File: config.mk
export PLATFORM = sky130hd
export DESIGN_NAME = load_store_unit_flat
export DESIGN_NICKNAME = d
export VERILOG_FILES = /design/src/rtl/lsu_pkg.sv /design/src/rtl/load_store_unit_if.sv /design/src/rtl/lsu_data_align.sv /design/src/rtl/load_store_unit.sv /design/src/flat_wrapper.sv
export SDC_FILE = /design/constraint.sdc
export NUM_CORES = 1
export LEC_CHECK = 0
export CAP_MARGIN = 20
export CORE_MARGIN = 4
export CORE_UTILIZATION = 47
export DETAILED_ROUTE_END_ITERATION = 10
export GPL_ROUTABILITY_DRIVEN = 0
export HOLD_SLACK_MARGIN = 0.15
export PLACE_DENSITY = 0.8
export SLEW_MARGIN = 0
export SYNTH_ARGS = -nofsm -noshare
export SYNTH_HDL_FRONTEND = slang
export SYNTH_HIERARCHICAL = 1
export SYNTH_SLANG_ARGS = --single-unit
export TNS_END_PERCENT = 5
File: constraint.sdc
create_clock -name clk -period 3.1 [get_ports clk]
set_input_delay 0.31 -clock clk [delete_from_list [all_inputs] [get_ports clk]]
set_output_delay 0.31 -clock clk [all_outputs]
set_load 0.01 [all_outputs]
File: src/rtl/lsu_pkg.sv
// Shared encodings for the load/store unit: access sizes and FSM states.
package lsu_pkg;

    typedef enum logic [1:0] {
        SIZE_BYTE = 2'b00,
        SIZE_HALF = 2'b01,
        SIZE_WORD = 2'b10,
        SIZE_RSVD = 2'b11
    } size_e;

    localparam logic [1:0] ST_IDLE   = 2'd0;
    localparam logic [1:0] ST_ACCESS = 2'd1;
    localparam logic [1:0] ST_WRITE  = 2'd2;
    localparam logic [1:0] ST_RESP   = 2'd3;

endpackage

File: src/rtl/load_store_unit_if.sv
// Request/response bus from the execute stage and word-port memory bus.
interface lsu_req_if #(
    parameter int ADDR_BUS_WIDTH = 32,
    parameter int DATA_BUS_WIDTH = 32
);
    logic                      req_valid;
    logic                      req_ready;
    logic                      req_write;
    logic [1:0]                req_size;
    logic                      req_unsigned;
    logic [ADDR_BUS_WIDTH-1:0] req_addr;
    logic [DATA_BUS_WIDTH-1:0] req_wdata;
    logic                      resp_valid;
    logic [DATA_BUS_WIDTH-1:0] resp_rdata;
    logic                      resp_error;

    modport master (
        output req_valid, req_write, req_size, req_unsigned, req_addr, req_wdata,
        input  req_ready, resp_valid, resp_rdata, resp_error
    );

    modport slave (
        input  req_valid, req_write, req_size, req_unsigned, req_addr, req_wdata,
        output req_ready, resp_valid, resp_rdata, resp_error
    );
endinterface

interface lsu_mem_if #(
    parameter int ADDR_BUS_WIDTH = 32,
    parameter int DATA_BUS_WIDTH = 32
);
    logic [ADDR_BUS_WIDTH-1:0] mem_addr;
    logic [DATA_BUS_WIDTH-1:0] mem_write_data;
    logic                      mem_write_en;
    logic [DATA_BUS_WIDTH-1:0] mem_read_data;

    modport master (
        output mem_addr, mem_write_data, mem_write_en,
        input  mem_read_data
    );

    modport slave (
        input  mem_addr, mem_write_data, mem_write_en,
        output mem_read_data
    );
endinterface

File: src/rtl/lsu_data_align.sv
// Big-endian lane selection: load extraction/extension and sub-word store merge.
module lsu_data_align
    import lsu_pkg::*;
(
    input  logic [1:0]  offset,
    input  size_e       size,
    input  logic        is_unsigned,
    input  logic [31:0] rd_word,
    input  logic [31:0] st_data,
    output logic [31:0] load_val,
    output logic [31:0] store_word
);

    logic [7:0]  byte_sel;
    logic [15:0] half_sel;

    always_comb begin
        byte_sel = rd_word[31:24];
        case (offset)
            2'd0: byte_sel = rd_word[31:24];
            2'd1: byte_sel = rd_word[23:16];
            2'd2: byte_sel = rd_word[15:8];
            2'd3: byte_sel = rd_word[7:0];
            default: byte_sel = rd_word[31:24];
        endcase
        half_sel = offset[1] ? rd_word[15:0] : rd_word[31:16];

        case (size)
            SIZE_BYTE: load_val = is_unsigned ? {24'd0, byte_sel} : {{24{byte_sel[7]}}, byte_sel};
            SIZE_HALF: load_val = is_unsigned ? {16'd0, half_sel} : {{16{half_sel[15]}}, half_sel};
            default:   load_val = rd_word;
        endcase

        // Untouched lanes keep the word just read from memory.
        store_word = rd_word;
        case (size)
            SIZE_BYTE: begin
                case (offset)
                    2'd0: store_word[31:24] = st_data[7:0];
                    2'd1: store_word[23:16] = st_data[7:0];
                    2'd2: store_word[15:8]  = st_data[7:0];
                    2'd3: store_word[7:0]   = st_data[7:0];
                    default: store_word = rd_word;
                endcase
            end
            SIZE_HALF: begin
                if (offset[1]) store_word[15:0]  = st_data[15:0];
                else           store_word[31:16] = st_data[15:0];
            end
            default: store_word = st_data;
        endcase
    end

endmodule

File: src/rtl/load_store_unit.sv
// Load/store master for a big-endian word-port memory; sub-word stores use read-modify-write.
module load_store_unit
    import lsu_pkg::*;
#(
    parameter int ADDR_BUS_WIDTH = 32,
    parameter int DATA_BUS_WIDTH = 32,
    parameter int MEM_BYTES      = 64
) (
    input  logic      clk,
    input  logic      rst,
    lsu_req_if.slave  req,
    lsu_mem_if.master mem
);

    localparam logic [ADDR_BUS_WIDTH-1:0] LAST_WORD_ADDR = ADDR_BUS_WIDTH'(MEM_BYTES - 4);

    logic [1:0]                state_q, state_d;
    logic [ADDR_BUS_WIDTH-1:0] addr_q, addr_d;
    size_e                     size_q, size_d;
    logic                      write_q, write_d;
    logic                      unsigned_q, unsigned_d;
    logic                      err_q, err_d;
    logic [DATA_BUS_WIDTH-1:0] store_word_q, store_word_d;
    logic [DATA_BUS_WIDTH-1:0] rdata_q, rdata_d;

    logic                      accept;
    logic                      misalign;
    logic                      req_err;
    logic [ADDR_BUS_WIDTH-1:0] aligned_req_addr;
    logic [31:0]               load_val;
    logic [31:0]               merged_word;

    lsu_data_align u_align (
        .offset      (addr_q[1:0]),
        .size        (size_q),
        .is_unsigned (unsigned_q),
        .rd_word     (mem.mem_read_data),
        .st_data     (store_word_q),
        .load_val    (load_val),
        .store_word  (merged_word)
    );

    always_comb begin
        accept           = req.req_valid && (state_q == ST_IDLE);
        aligned_req_addr = {req.req_addr[ADDR_BUS_WIDTH-1:2], 2'b00};
        case (size_e'(req.req_size))
            SIZE_HALF: misalign = req.req_addr[0];
            SIZE_WORD: misalign = (req.req_addr[1:0] != 2'b00);
            SIZE_RSVD: misalign = 1'b1;
            default:   misalign = 1'b0;
        endcase
        req_err = misalign || (aligned_req_addr > LAST_WORD_ADDR);
    end

    always_comb begin
        state_d      = state_q;
        addr_d       = addr_q;
        size_d       = size_q;
        write_d      = write_q;
        unsigned_d   = unsigned_q;
        err_d        = err_q;
        store_word_d = store_word_q;
        rdata_d      = rdata_q;
        case (state_q)
            ST_IDLE: begin
                if (accept) begin
                    addr_d       = req.req_addr;
                    size_d       = size_e'(req.req_size);
                    write_d      = req.req_write;
                    unsigned_d   = req.req_unsigned;
                    err_d        = req_err;
                    store_word_d = req.req_wdata;
                    rdata_d      = '0;
                    if (req_err)
                        state_d = ST_RESP;
                    else if (req.req_write && (size_e'(req.req_size) == SIZE_WORD))
                        state_d = ST_WRITE;
                    else
                        state_d = ST_ACCESS;
                end
            end
            ST_ACCESS: begin
                // Stores reuse store_word as the merge result once the lanes are combined.
                if (write_q) begin
                    store_word_d = merged_word;
                    state_d      = ST_WRITE;
                end else begin
                    rdata_d = load_val;
                    state_d = ST_RESP;
                end
            end
            ST_WRITE: state_d = ST_RESP;
            ST_RESP:  state_d = ST_IDLE;
            default:  state_d = ST_IDLE;
        endcase
    end

    always_ff @(posedge clk) begin
        if (rst) begin
            state_q <= ST_IDLE;
            err_q   <= 1'b0;
            rdata_q <= '0;
        end else begin
            state_q <= state_d;
            err_q   <= err_d;
            rdata_q <= rdata_d;
        end
        addr_q       <= addr_d;
        size_q       <= size_d;
        write_q      <= write_d;
        unsigned_q   <= unsigned_d;
        store_word_q <= store_word_d;
    end

    assign req.req_ready      = (state_q == ST_IDLE);
    assign req.resp_valid     = (state_q == ST_RESP);
    assign req.resp_error     = (state_q == ST_RESP) && err_q;
    assign req.resp_rdata     = (state_q == ST_RESP) ? rdata_q : '0;
    assign mem.mem_addr       = ((state_q == ST_ACCESS) || (state_q == ST_WRITE)) ?
                                {addr_q[ADDR_BUS_WIDTH-1:2], 2'b00} : '0;
    assign mem.mem_write_data = (state_q == ST_WRITE) ? store_word_q : '0;
    assign mem.mem_write_en   = (state_q == ST_WRITE) && !rst;

endmodule

File: src/flat_wrapper.sv
// flat-port wrapper written by rule: the top's interface ports become plain ports
module load_store_unit_flat import lsu_pkg::*;
#(
    parameter int ADDR_BUS_WIDTH = 32,
    parameter int DATA_BUS_WIDTH = 32,
    parameter int MEM_BYTES      = 64
)
  (clk, rst, req_req_valid, req_req_write, req_req_size, req_req_unsigned, req_req_addr, req_req_wdata, req_req_ready, req_resp_valid, req_resp_rdata, req_resp_error, mem_mem_addr, mem_mem_write_data, mem_mem_write_en, mem_mem_read_data);
  lsu_req_if #(.ADDR_BUS_WIDTH(ADDR_BUS_WIDTH), .DATA_BUS_WIDTH(DATA_BUS_WIDTH)) req_i ();
  lsu_mem_if #(.ADDR_BUS_WIDTH(ADDR_BUS_WIDTH), .DATA_BUS_WIDTH(DATA_BUS_WIDTH)) mem_i ();
  input  logic clk;
  input  logic rst;
  input wire logic [$bits(req_i.req_valid)-1:0] req_req_valid;
  input wire logic [$bits(req_i.req_write)-1:0] req_req_write;
  input wire logic [$bits(req_i.req_size)-1:0] req_req_size;
  input wire logic [$bits(req_i.req_unsigned)-1:0] req_req_unsigned;
  input wire logic [$bits(req_i.req_addr)-1:0] req_req_addr;
  input wire logic [$bits(req_i.req_wdata)-1:0] req_req_wdata;
  output wire logic [$bits(req_i.req_ready)-1:0] req_req_ready;
  output wire logic [$bits(req_i.resp_valid)-1:0] req_resp_valid;
  output wire logic [$bits(req_i.resp_rdata)-1:0] req_resp_rdata;
  output wire logic [$bits(req_i.resp_error)-1:0] req_resp_error;
  output wire logic [$bits(mem_i.mem_addr)-1:0] mem_mem_addr;
  output wire logic [$bits(mem_i.mem_write_data)-1:0] mem_mem_write_data;
  output wire logic [$bits(mem_i.mem_write_en)-1:0] mem_mem_write_en;
  input wire logic [$bits(mem_i.mem_read_data)-1:0] mem_mem_read_data;
  assign req_i.req_valid = req_req_valid;
  assign req_i.req_write = req_req_write;
  assign req_i.req_size = req_req_size;
  assign req_i.req_unsigned = req_req_unsigned;
  assign req_i.req_addr = req_req_addr;
  assign req_i.req_wdata = req_req_wdata;
  assign req_req_ready = req_i.req_ready;
  assign req_resp_valid = req_i.resp_valid;
  assign req_resp_rdata = req_i.resp_rdata;
  assign req_resp_error = req_i.resp_error;
  assign mem_mem_addr = mem_i.mem_addr;
  assign mem_mem_write_data = mem_i.mem_write_data;
  assign mem_mem_write_en = mem_i.mem_write_en;
  assign mem_i.mem_read_data = mem_mem_read_data;
  load_store_unit #(.ADDR_BUS_WIDTH(ADDR_BUS_WIDTH), .DATA_BUS_WIDTH(DATA_BUS_WIDTH), .MEM_BYTES(MEM_BYTES)) u_core (.clk(clk), .rst(rst), .req(req_i), .mem(mem_i));
endmodule
==> impl_metrics.csv <==
group,metric,value,unit
run_status,outcome,"finished clean",
placement,place_area,8340,µm²
pwr,power.switching,2.39,mW
floorplanning,core,12900,µm²
synthesis,ys_warn_count,6,
setup_path,critPathRequiredTime,2.79,ns
setup_path,worst_setup_path_start_kind,"register",
finish,area_growth,37.3,%
synthesis,synth-async-reset-ratio,0,
min_path,hold_path.class,"reg -> reg",
finish,fin_cells,946,
sta,relSlewSlack,0.299,
finish,num_antenna_cells,0,
cts,numCtsBuffers,9,
synthesis,yosysMostFrequentCell,"and2_1",
routing,avgRoutedWirePerCell,21.3,µm
job,cap_violations,0,
synthesis,synth_common_cells,"and2_1, edfxtp_1, nand2_1, mux2_2, mux2i_1",
finish,drive_above_1_share,0.130,
finish,fin_area,8630,µm²
sta,worst_hold_slack,0.474,ns
sta,max_freq,372,MHz
cts,clock-sinks,103,
synthesis,syn_area,6290,µm²
sta,finalSetupViolations,0,
synthesis,ys_seq_area_frac,0.436,
setup_path,worst-path-buf-inv,2,
synthesis,syn_inst,593,
finish,layout.nets,876,
global_route,grt.total_usage,0.263,
pwr,power.total,6.39,mW
pwr,leakagePower,3.16,nW
sta,setup_tns,0,ns
synthesis,synth.top_cell.area_share,0.325,
synthesis,ys.flop_type,"edfxtp_1",
cts,cts_tree,"built",
cts,htreeDepth,3,
pwr,p_sw_frac,0.374,
setup_path,endpoint_kind,"output port",
setup_path,critPathMaxFanout,31,
synthesis,ys_types,52,
synthesis,synth-edff-count,68,
floorplanning,die_width,124,µm
setup_path,worst-setup-path-type,"reg -> out",
sta,drv_slew,0,
cts,cts_setup_buffers,0,
sta,final.min_clock_period,2.68,ns
setup_path,critical_path.cell_chain,"inv_1 > ha_1 > and2_1 > clkdlybuf4s50_1",
cts,ctsResizeCount,0,
floorplanning,die_h,124,µm
routing,drt-total-wl,20.2,mm
synthesis,synth_top_area_cell,"edfxtp_1",
floorplanning,ios,203,
cts,clockBufferDepth,2,
sta,rsz0062_at_grt,"false",
setup_path,worst_path_largest_cell_delay,0.73,ns
setup_path,crit_slowest_cell,"ha_1",
routing,first_pass_iters,5,
pwr,power_density,740,nW/µm²
pwr,clkPwrFrac,0.177,
sta,fin_ws,0.415,ns
global_route,grt_max_degree,36,
cts,clk_pin_slew,0.08,ns
global_route,grt_pass1_wl,30.7,mm
setup_path,crit_family,"adder cells",
placement,dpl.hpwl,14.8,mm
global_route,grt_pass1_vias,5632,
finish,finalCoreUtilization,0.670,
finish,fillers,984,
pwr,power.internal,4.00,mW
placement,post-place-ws,0.756,ns
sta,clock_skew,0.0117,ns
pwr,ir_drop,0.471,mV
routing,drc,0,
cts,insertion_delay,0.35,ns
global_route,antenna_found_initial,0,
routing,avgViaCountPerCell,5.92,
sta,tightest_slew,1.05,ns
global_route,grt_overflow,0,
floorplanning,initial_utilization,0.488,
routing,vias,5603,
sta,period_share,0.866,
cts,postCtsHoldBufs,0,
routing,final_antenna_net_count,0,
placement,place_inst,930,
floorplanning,die_area,15300,µm²
synthesis,synth_area_per_cell,10.6,µm²
pwr,seqPwrFrac,0.346,
setup_path,worstPathArrival,2.37,ns
cts,root_buffer,"clkbuf_16",
placement,io_buffers,200,
sta,finalHoldViolCount,0,
routing,dr.first_iter.drc_count,714,
pwr,p_comb_frac,0.477,
synthesis,synth_area_leaders,"edfxtp_1, dfxtp_1, and2_1",
synthesis,yosys_register_bits,103,
floorplanning,rows,41,
power groups by stage:
stage,logic (mW),clock network [mW],registers (mW)
after global placement,2.93,0,2.21
after detailed placement,3.02,0,2.22
after global routing,3.27,1.21,2.24
after floorplan,1.89,0,2.08
final,3.05,1.13,2.21
after CTS,3.04,1.14,2.19
logic make-up (layout without fill, tap and decap cells):
kind of cell             count (synthesis)  in the layout  share of synthesized area
AO/OA/AOI/OAI                          112            112                      0.153
adder cells (fa/ha/maj)                  4              4                    0.00796
buffers and inverters                   55            235                     0.0474
flip-flops                             103            103                      0.436
multiplexers                            89             89                      0.164
other                                    1              2                   0.000597
AND/OR/NAND/NOR                        229            229                      0.191
cell type report:
| type | instances | area (µm²) | area share |
|---|---|---|---|
| inverters | 5 | 21.3 | 0.00246 |
| well taps | 172 | 215 | 0.0249 |
| clock buffers | 10 | 229 | 0.0265 |
| flip-flops and latches | 103 | 2740 | 0.318 |
| multi-input cells | 436 | 3250 | 0.377 |
| clock inverters | 6 | 62.6 | 0.00725 |
| repair buffers | 214 | 2110 | 0.244 |
sequential cells by signal, indices dropped and copies added (netlist names):
signal / flops
u_core/err_q: 1
u_core/addr_q: 32
u_core/store_word_q: 32
u_core/unsigned_q: 1
u_core/size_q: 2
u_core/write_q: 1
u_core/rdata_q: 32
u_core/state_q: 2
cell usage in the layout, fill, tap and decap left out, types with 2 or more instances in the layout:
cell type,count
inv_6,2
nor2b_1,9
nor2_2,4
ha_1,4
a21oi_1,3
a22o_1,15
buf_4,14
o211ai_1,2
a221oi_1,7
a221o_1,9
mux2i_1,41
nor3_1,2
mux4_2,7
inv_1,4
clkdlybuf4s50_1,200
a22oi_1,30
nor4_1,6
o221ai_1,16
clkbuf_16,9
dfxtp_1,35
nand2b_1,2
and2_1,95
nor2_1,37
a22oi_2,10
conb_1,2
nand3_1,2
o22ai_1,7
clkinv_4,2
mux2_2,41
edfxtp_1,68
or2_2,2
nand2_1,63
o21ai_0,3
final timing paths:
kind                                   startpoint                     end  slack, ns  cells past startpoint
worst max-delay path            u_core/state_q[0]        mem_mem_addr[18]       0.42                      4
worst min register to register       u_core/err_q            u_core/err_q       0.47                      2
worst min-delay path                 u_core/err_q            u_core/err_q       0.47                      2
worst max register to register   u_core/addr_q[1]  u_core/store_word_q[0]       0.81                      6
per-layer routing:
layer  track usage  routed length (µm)
met5             0                   0
met3        0.0763                1980
met4        0.0886                 484
met1         0.324                7620
met2         0.444               10100
worst min-delay path, delay by kind of cell (launching register included):
| family | cells | cell delay, ns |
|---|---|---|
| flops | 1 | 0.31 |
| compound gates | 1 | 0.06 |
| simple gates | 1 | 0.06 |
Power figures use the tool's default switching activity.
